**src/rtl/dmem_pipe.sv**
```systemverilog
// dmem_pipe: single-port data memory with request/ready handshake, byte-lane
// write mask, 1- or 2-cycle read latency and optional zero-fill after reset.
//
// Ports:
//   clk, rst_n  - clock (rising edge) and asynchronous active-low reset
//   Req_i       - request strobe, accepted when Ready_o is high
//   WEn_i       - 1 = write, 0 = read
//   Addr_i      - word address
//   ByteEn_i    - per-byte write enable (ignored for reads)
//   data_i      - write data
//   Ready_o     - block accepts a request this cycle
//   Busy_o      - zero-fill in progress
//   Valid_o     - one-cycle pulse: data_o carries a read result
//   data_o      - read data, held between pulses
module dmem_pipe #(
  parameter int unsigned ADDR_W       = 5,
  parameter int unsigned DATA_W       = 16,
  parameter int unsigned READ_LAT     = 1,
  parameter int unsigned CLEAR_ON_RST = 1
) (
  input  logic                  clk,
  input  logic                  rst_n,
  input  logic                  Req_i,
  input  logic                  WEn_i,
  input  logic [ADDR_W-1:0]     Addr_i,
  input  logic [DATA_W/8-1:0]   ByteEn_i,
  input  logic [DATA_W-1:0]     data_i,
  output logic                  Ready_o,
  output logic                  Busy_o,
  output logic                  Valid_o,
  output logic [DATA_W-1:0]     data_o
);

  localparam int unsigned DEPTH = 1 << ADDR_W;
  localparam int unsigned LANES = DATA_W / 8;
  localparam int unsigned CNT_W = ADDR_W + 1;
  localparam logic        CLEAR_EN = (CLEAR_ON_RST != 0);

  typedef enum logic {
    ST_CLEAR = 1'b0,
    ST_IDLE  = 1'b1
  } state_t;

  state_t             state;
  logic [CNT_W-1:0]   clr_cnt;
  logic               ready_q;
  logic               busy_q;
  logic [DATA_W-1:0]  mem [DEPTH];

  logic               accept_c;
  logic               rd_accept_c;
  logic               wr_accept_c;

  // ready_q is the registered view of "in IDLE", so an accept needs no decode
  assign accept_c    = Req_i & ready_q;
  assign rd_accept_c = accept_c & ~WEn_i;
  assign wr_accept_c = accept_c &  WEn_i;

  // Control FSM: reset lands in CLEAR (or IDLE when fill is disabled)
  always_ff @(posedge clk or negedge rst_n) begin
    if (!rst_n) begin
      state   <= CLEAR_EN ? ST_CLEAR : ST_IDLE;
      clr_cnt <= '0;
      ready_q <= 1'b0;
      busy_q  <= CLEAR_EN;
    end else begin
      case (state)
        ST_CLEAR: begin
          ready_q <= 1'b0;
          busy_q  <= 1'b1;
          clr_cnt <= clr_cnt + CNT_W'(1);
          // Last word written on this edge; become ready on the same edge
          if (clr_cnt == CNT_W'(DEPTH - 1)) begin
            state   <= ST_IDLE;
            ready_q <= 1'b1;
            busy_q  <= 1'b0;
          end
        end
        default: begin
          state   <= ST_IDLE;
          ready_q <= 1'b1;
          busy_q  <= 1'b0;
        end
      endcase
    end
  end

  // Storage array: fill writes zeros, otherwise masked lane writes
  always_ff @(posedge clk) begin
    if (state == ST_CLEAR) begin
      mem[clr_cnt[ADDR_W-1:0]] <= '0;
    end else if (wr_accept_c) begin
      for (int k = 0; k < LANES; k++) begin
        if (ByteEn_i[k]) begin
          mem[Addr_i][8*k +: 8] <= data_i[8*k +: 8];
        end
      end
    end
  end

  // First read stage: array sampled at the accept edge
  logic               s1_valid;
  logic [DATA_W-1:0]  s1_data;

  always_ff @(posedge clk or negedge rst_n) begin
    if (!rst_n) begin
      s1_valid <= 1'b0;
      s1_data  <= '0;
    end else begin
      s1_valid <= rd_accept_c;
      if (rd_accept_c) begin
        s1_data <= mem[Addr_i];
      end
    end
  end

  generate
    if (READ_LAT == 1) begin : g_lat1
      assign Valid_o = s1_valid;
      assign data_o  = s1_data;
    end else begin : g_lat2
      logic               s2_valid;
      logic [DATA_W-1:0]  s2_data;

      // Extra output stage; data only moves on a valid beat so it holds
      always_ff @(posedge clk or negedge rst_n) begin
        if (!rst_n) begin
          s2_valid <= 1'b0;
          s2_data  <= '0;
        end else begin
          s2_valid <= s1_valid;
          if (s1_valid) begin
            s2_data <= s1_data;
          end
        end
      end

      assign Valid_o = s2_valid;
      assign data_o  = s2_data;
    end
  endgenerate

  assign Ready_o = ready_q;
  assign Busy_o  = busy_q;

endmodule

```
**config.mk**
```make
export PLATFORM = sky130hd
export DESIGN_NAME = dmem_pipe
export DESIGN_NICKNAME = d
export VERILOG_FILES = /design/src/rtl/dmem_pipe.sv
export SDC_FILE = /design/constraint.sdc
export NUM_CORES = 1
export LEC_CHECK = 0
export ABC_AREA = 1
export BUFFER_PORTS_ARGS = -buffer_cell sky130_fd_sc_hd__clkbuf_2
export CAP_MARGIN = 5
export CELL_PAD_IN_SITES_DETAIL_PLACEMENT = 1
export CELL_PAD_IN_SITES_GLOBAL_PLACEMENT = 1
export CORE_UTILIZATION = 40
export CTS_CLUSTER_DIAMETER = 50
export DETAILED_ROUTE_END_ITERATION = 8
export PLACE_DENSITY_LB_ADDON = 0.1
export SLEW_MARGIN = 20
export SYNTH_ARGS = -nofsm -noshare
export SYNTH_HDL_FRONTEND = slang
export SYNTH_SLANG_ARGS = --single-unit
```
**constraint.sdc**
```tcl
create_clock -name clk -period 2.7 [get_ports clk]
set_clock_uncertainty 0.05 [all_clocks]
set_input_delay 0.675 -clock clk [delete_from_list [all_inputs] [get_ports clk]]
set_output_delay 0.675 -clock clk [all_outputs]
set_load 0.02 [all_outputs]
```
==> results of run 1 <==
worst min-delay path by stage:
stage                          start    endpoint  slack, ps  cells after the start
after detailed placement  data_o[13]  data_o[13]        420                      2
after global placement     data_o[1]   data_o[1]        420                      2
final                          rst_n   data_o[1]        160                      1
after global routing           rst_n   data_o[1]        190                      1
after CTS                      rst_n   data_o[1]        160                      1
after floorplan                rst_n     Ready_o        330                      0
cells in the mapped netlist, types with 2 or more instances:
cell type / count
sky130_fd_sc_hd__o21ai_4: 5
sky130_fd_sc_hd__inv_1: 31
sky130_fd_sc_hd__buf_2: 40
sky130_fd_sc_hd__a21oi_1: 2
sky130_fd_sc_hd__nand2_4: 4
sky130_fd_sc_hd__nor3_2: 47
sky130_fd_sc_hd__buf_6: 4
sky130_fd_sc_hd__nand3_1: 434
sky130_fd_sc_hd__nand3_4: 8
sky130_fd_sc_hd__nand2_1: 675
sky130_fd_sc_hd__buf_1: 27
sky130_fd_sc_hd__edfxtp_1: 512
sky130_fd_sc_hd__nor3_1: 19
sky130_fd_sc_hd__inv_4: 3
sky130_fd_sc_hd__clkbuf_1: 51
sky130_fd_sc_hd__nand2_2: 5
sky130_fd_sc_hd__dfrtp_1: 24
sky130_fd_sc_hd__inv_2: 4
sky130_fd_sc_hd__nor2_1: 16
sky130_fd_sc_hd__xor2_1: 4
per-layer routing:
metal / wire (um) / vias to the layer above
met4: 1720 / 0
met1: 31000 / 7695
met5: 0 / -
met3: 2960 / 104
met2: 32200 / 333
li1: - / 6979
critical path, stage by stage (launching register included):
cell	delay [ps]
sky130_fd_sc_hd__dfrtp_1	470
sky130_fd_sc_hd__nand3_2	150
sky130_fd_sc_hd__a21oi_4	160
sky130_fd_sc_hd__buf_12	170
sky130_fd_sc_hd__nand2_2	70
sky130_fd_sc_hd__o21ai_4	160
sky130_fd_sc_hd__nand3_4	290
sky130_fd_sc_hd__nor3_1	280
sky130_fd_sc_hd__buf_4	220
power breakdown:
| part | internal, mW | switching, mW |
|---|---|---|
| clock | 5.04 | 3.50 |
| combinational | 0.335 | 0.879 |
| sequential | 9.12 | 0.0227 |
through the flow:
stage          instances  utilization, %  hold slack, ps  power [mW]
6_report            2840            48.2             162        18.9
5_1_grt             2839            48.2             190        19.4
4_1_cts             2839            48.2             160        19.1
3_5_place_dp        2722            44.4             420        10.5
3_3_place_gp        2722            44.4             417        10.5
2_1_floorplan       1925               -             329        9.96
layout make-up:
cell class,count,area (um^2),area share (%)
Clock inverter,33,324,1.22
Clock buffer,84,1760,6.60
Tap cell,748,936,3.51
Inverter,39,164,0.615
Antenna cell,1,2.50,0.00939
Multi-Input combinational cell,1226,5810,21.8
Sequential cell,537,16000,60.0
Timing Repair Buffer,172,1670,6.25
flip-flops by register name, summed over array words and instances, names as in the netlist:
register	flops
Busy_o	1
Ready_o	1
Valid_o	1
clr_cnt	6
data_o	16
mem	512
cells by family (layout without fill, tap and decap cells):
group	count (synthesis)	in the layout	share of synthesized area, %
AOI/OAI and AO/OA	10	10	0.535
other	0	1	0
adders and majority gates	1	1	0.0557
DFF	537	537	71.3
and+or+nand+nor	1210	1210	24.8
xor gates and xnor gates	5	5	0.195
buffers and inverters	162	328	3.15
==> results.toml, run 1 <==
[clock_tree]
tritoncts_clock_tree = "yes"
clock-root-buffer = "sky130_fd_sc_hd__clkbuf_16"
clkSinkCount = 537
ctsHtreeMaxLevel = 3
cts_setup_buffers = 0
clock_tree.buffer_depth = 3
insertion_delay_ps = 600
cts_made_buffers = 66
clk_pin_slew_ps = 60
cts.repair.resized = 0
cts-hold-fix-buffers = 0

[grt]
overflow = 0
grt_pass1_wl_mm = 101
grt_max_degree = 82
grt_antenna_before_repair = 0
grt.busiest_layer = "met2"
grt_use_met3_pct = 3.78
use_met1_pct = 34.2
vias_in_the_first_global_route = 15900
gr-usage-all-layers_pct = 24.5
globalRouteMet2Util_pct = 39.6

[finish]
final_net_count = 2070
final.fill_count = 5824
drive_above_1_share_pct = 17.6
layout_commonest_cell = "sky130_fd_sc_hd__nand2_1"
design_area_um2 = 26700
most-common-layout-cells = "675 x sky130_fd_sc_hd__nand2_1, 512 x sky130_fd_sc_hd__edfxtp_1, 434 x sky130_fd_sc_hd__nand3_1"
area_growth_from_synthesis_to_layout_pct = 18.8

[synth]
largest_cells_by_area_after_synthesis = "sky130_fd_sc_hd__edfxtp_1 68%, sky130_fd_sc_hd__nand2_1 11%, sky130_fd_sc_hd__nand3_1 9.7%"
synth_edf_count = 512
synth_top_cell_by_area = "sky130_fd_sc_hd__edfxtp_1"
postSynthCellCount = 1925
synth_top_area_share_pct = 68.5
synth-seq-area-share_pct = 71.3
synthArstFlopShare_pct = 4.66
synth_area_um2 = 22400
ys_seq_elements = 537
synthesis.nets = 1953
synth.distinct_cells = 30
ys_warn_count = 0
ys_dominant_reg_cell = "sky130_fd_sc_hd__edfxtp_1"
post_synth.cell_area_avg_um2 = 11.7

[placed_design]
detailed_place.area_um2 = 24600
detailedPlace.worstSlack_ps = 71.9
detailedPlacementHpwl_mm = 42.0
io_buffers = 45
place_congestion = 0.797

[routing]
drt_wl_total_mm = 67.8
via_count = 15100
detail-route-antenna-nets = 0
drc = 0
drt-pass1-iter-count = 5
routedWlPerCell_um = 23.9
detail_route.vias_per_cell = 5.32
detailedRoute.firstIterationViolations = 1266

[timing]
fmaxAchievable_mhz = 426
min_period_ps = 2350
finalSetupTns_ps = 0
tightestPinTransition_ps = 935
setup_violations_final = 0
finalHoldViolations = 0
postLayoutSetupSlackWorst_ps = 354
relSlewSlack_pct = 37.7
number_of_pins_with_negative_max_slew_slack_in_the_final_report = 0
crit_share_post_route_pct = 86.9
grt_setup_unrepaired = "false"

[die]
die_w_um = 239
design.die.area_um2 = 57100
core_area_um2 = 55300
num_rows = 86
die_height_um = 239
design.portCount = 46
initial_util_pct = 40.6

[worst_setup_path]
r2r_start = "Ready_o"
timing.critical_path.from = "Ready_o"
endpoint_kind = "flop"
critPathRequiredTime_ps = 2940
timing.critical_path.arrival_ps = 2580
worst_reg2reg_path_depth = 8
ff2ff_setup_slack_ps = 350
setup.worst_path.class = "reg2reg"
r2r-end = "mem[4][4]"
critical_path.max_fanout = 11
start_kind = "flop"
critPathCapture = "mem[4][4]"

[power_and_ir_drop]
leakage_nw = 10.4
power.density_cell_area_nw_per_um2 = 709
ir_worst_vdd_mv = 0.526

[hold_path]
worst_hold_path_type = "in2async"

[job]
cap_violations = 0

[run_status]
run_status = "finished clean"
(Power assumes the default switching activity.)
==> inputs of run 2 (changes only) <==
--- a/config.mk
+++ b/config.mk
@@ -8,3 +8,2 @@
 export ABC_AREA = 1
-export BUFFER_PORTS_ARGS = -buffer_cell sky130_fd_sc_hd__clkbuf_2
 export CAP_MARGIN = 5
@@ -15,3 +14,4 @@
 export DETAILED_ROUTE_END_ITERATION = 8
-export PLACE_DENSITY_LB_ADDON = 0.1
+export DONT_BUFFER_PORTS = 1
+export PLACE_DENSITY_LB_ADDON = 0.05
 export SLEW_MARGIN = 20
==> constraint.sdc (replaced) <==
create_clock -name clk -period 2.7 [get_ports clk]
set_clock_uncertainty 0.05 [all_clocks]
set_input_delay 0.54 -clock clk [delete_from_list [all_inputs] [get_ports clk]]
set_output_delay 0.54 -clock clk [all_outputs]
set_load 0.02 [all_outputs]
==> results.toml, run 2 (same netlist as run 1, synthesis figures left out) <==
[timing]
tightestPinTransition_ps = 732
min_period_ps = 2360
grt_setup_unrepaired = "false"
finalSetupTns_ps = 0
holdWs_ps = 125
number_of_pins_with_negative_max_slew_slack_in_the_final_report = 0
finalHoldViolations = 0
postLayoutSetupSlackWorst_ps = 335
setup_violations_final = 0
crit_share_post_route_pct = 87.6
relSlewSlack_pct = 51.1
fmaxAchievable_mhz = 423

[clock_tree]
clk_pin_slew_ps = 50
clock_tree.buffer_depth = 3
ctsHtreeMaxLevel = 3
tritoncts_clock_tree = "yes"
clkSinkCount = 537
cts_made_buffers = 70
cts.repair.resized = 0
insertion_delay_ps = 610
clock-root-buffer = "sky130_fd_sc_hd__clkbuf_16"

[hold_path]
worst_hold_path_type = "in2reg"
holdCritStartpoint = "Addr_i[4]"

[worst_setup_path]
slowest_cell_on_crit_path = "sky130_fd_sc_hd__dfrtp_1"
critical_path.max_fanout = 8
critPathMaxStageDelay_ps = 370
critPathMostFrequentCell = "sky130_fd_sc_hd__buf_4"
timing.critical_path.arrival_ps = 2620
critPathRequiredTime_ps = 2960
timing.critical_path.from = "Ready_o"
start_kind = "flop"
endpoint_kind = "flop"
chain_of_cells_forming_the_critical_path = "nand3_2, a21oi_4, buf_4, o21ai_4, inv_4, nand3_4, nor3_2, buf_4"
crit_buf_inv = 3
setup.worst_path.class = "reg2reg"
critical_path.top_delay_family = "buffers and inverters"
r2r_start = "Ready_o"

[finish]
most-common-layout-cells = "675 x sky130_fd_sc_hd__nand2_1, 512 x sky130_fd_sc_hd__edfxtp_1, 434 x sky130_fd_sc_hd__nand3_1"
final.fill_count = 5766
final_net_count = 2009
drive_above_1_share_pct = 15.5
area_occupied_by_registers_um2 = 16000
area_growth_from_synthesis_to_layout_pct = 18.3
antenna_cells = 0
multi_input_area_um2 = 5810
layout.cells.non_filler = 2781
largest-register = "mem"
largest_register_ffs = 512
layout_commonest_cell = "sky130_fd_sc_hd__nand2_1"
design_area_um2 = 26600

[power_and_ir_drop]
leakage_nw = 10.2
switching_power_mw = 4.36
power.density_cell_area_nw_per_um2 = 759
ir_worst_vdd_mv = 0.585
power.sequential.fraction_pct = 45.7
clkPwrFrac_pct = 49.7
cellInternalPower_mw = 15.8
switching_share_pct = 21.6
power.share.combinational_pct = 4.6

[placed_design]
detailedPlace.worstSlack_ps = 155
detailedPlacementHpwl_mm = 39.7
place_congestion = 0.795
io_buffers = 0
place.detailed.instances = 2655
detailed_place.area_um2 = 24000

[routing]
detailedRoute.firstIterationViolations = 1139
via_count = 14700
drt_wl_total_mm = 67.7
detail-route-antenna-nets = 0
detail_route.vias_per_cell = 5.29
drt-pass1-iter-count = 5
drc = 0
routedWlPerCell_um = 24.4

[die]
die_w_um = 239
initial_util_pct = 40.6
core_area_um2 = 55300
design.die.area_um2 = 57100
design.portCount = 46
num_rows = 86
die_height_um = 239

[grt]
overflow = 0
gr-usage-all-layers_pct = 24.5
grt_max_degree = 259
grt_antenna_before_repair = 3
vias_in_the_first_global_route = 15600
grt_pass1_wl_mm = 100

[run_status]
run_status = "finished clean"

[job]
cap_violations = 0
[run 2: changes by cell type in the layout (fill, tap and decap cells not counted), moves of 5 or more]
cell	previous run	this run
sky130_fd_sc_hd__buf_12	38	27
sky130_fd_sc_hd__clkbuf_16	66	74
sky130_fd_sc_hd__clkbuf_1	14	9
sky130_fd_sc_hd__bufinv_16	4	14
sky130_fd_sc_hd__clkbuf_2	43	0
sky130_fd_sc_hd__buf_4	90	79
[run 2: worst reg2reg max path, cell delays in order (launching register included)]
cell and delay (ps):
sky130_fd_sc_hd__dfrtp_1 370, sky130_fd_sc_hd__nand3_2 120, sky130_fd_sc_hd__a21oi_4 350, sky130_fd_sc_hd__buf_4 240, sky130_fd_sc_hd__o21ai_4 120, sky130_fd_sc_hd__inv_4 150, sky130_fd_sc_hd__nand3_4 200, sky130_fd_sc_hd__nor3_2 260
sky130_fd_sc_hd__buf_4 200
[run 2: power groups by stage]
stage	Sequential (mW)	Clock (mW)	Combinational [mW]
6_report	9.20	10.0	0.934
5_1_grt	9.20	10.4	1.01
4_1_cts	9.20	10.2	0.943
3_5_place_dp	9.37	0	0.924
3_3_place_gp	9.37	0	0.912
2_1_floorplan	9.36	0	0.603
[run 2: path summary, 6_finish.rpt]
| path | end | slack [ps] | cells after the start |
|---|---|---|---|
| worst max-delay path | mem[22][0] | 340 | 8 |
| worst min-delay path | data_o[4] | 120 | 3 |
| worst max register to register | mem[22][0] | 340 | 8 |
| worst min register to register | clr_cnt[5] | 460 | 2 |
| max in group asynchronous | Busy_o | 2000 | 2 |
| min in group asynchronous | data_o[5] | 350 | 2 |
[run 2: what timing repair did]
| item | CTS | global route |
|---|---|---|
| endpoints found under the setup margin | 0 | 0 |
| hold buffers | 2 | 0 |
| hold endpoints to repair | 25 | 0 |
| buffers inserted | 0 | 0 |
[run 2: layer usage]
metal  track usage (%)  vias to the layer above  share of wire (%)
li1                  -                     6864                  -
met1              33.4                     7415                 45
met2              40.4                      348                 48
met3              3.97                       94                5.5
met4              6.92                        0                1.9
met5                 0                        -                  0
[run 2: final cells by class]
| class | count | share of cell area [%] |
|---|---|---|
| clock buffers | 85 | 7.20 |
| well taps | 748 | 3.52 |
| clock inverters | 39 | 2.24 |
| inverters | 39 | 0.617 |
| repair buffers | 107 | 4.31 |
| multi-input cells | 1226 | 21.9 |
| flip-flops and latches | 537 | 60.2 |
[run 2: metrics by stage]
step | util, % | total power [mW]
floorplan | - | 9.96
CTS | 48.0 | 20.3
detailed placement | 43.4 | 10.3
global placement | 43.4 | 10.3
finish | 48.0 | 20.1
global route | 48.0 | 20.7
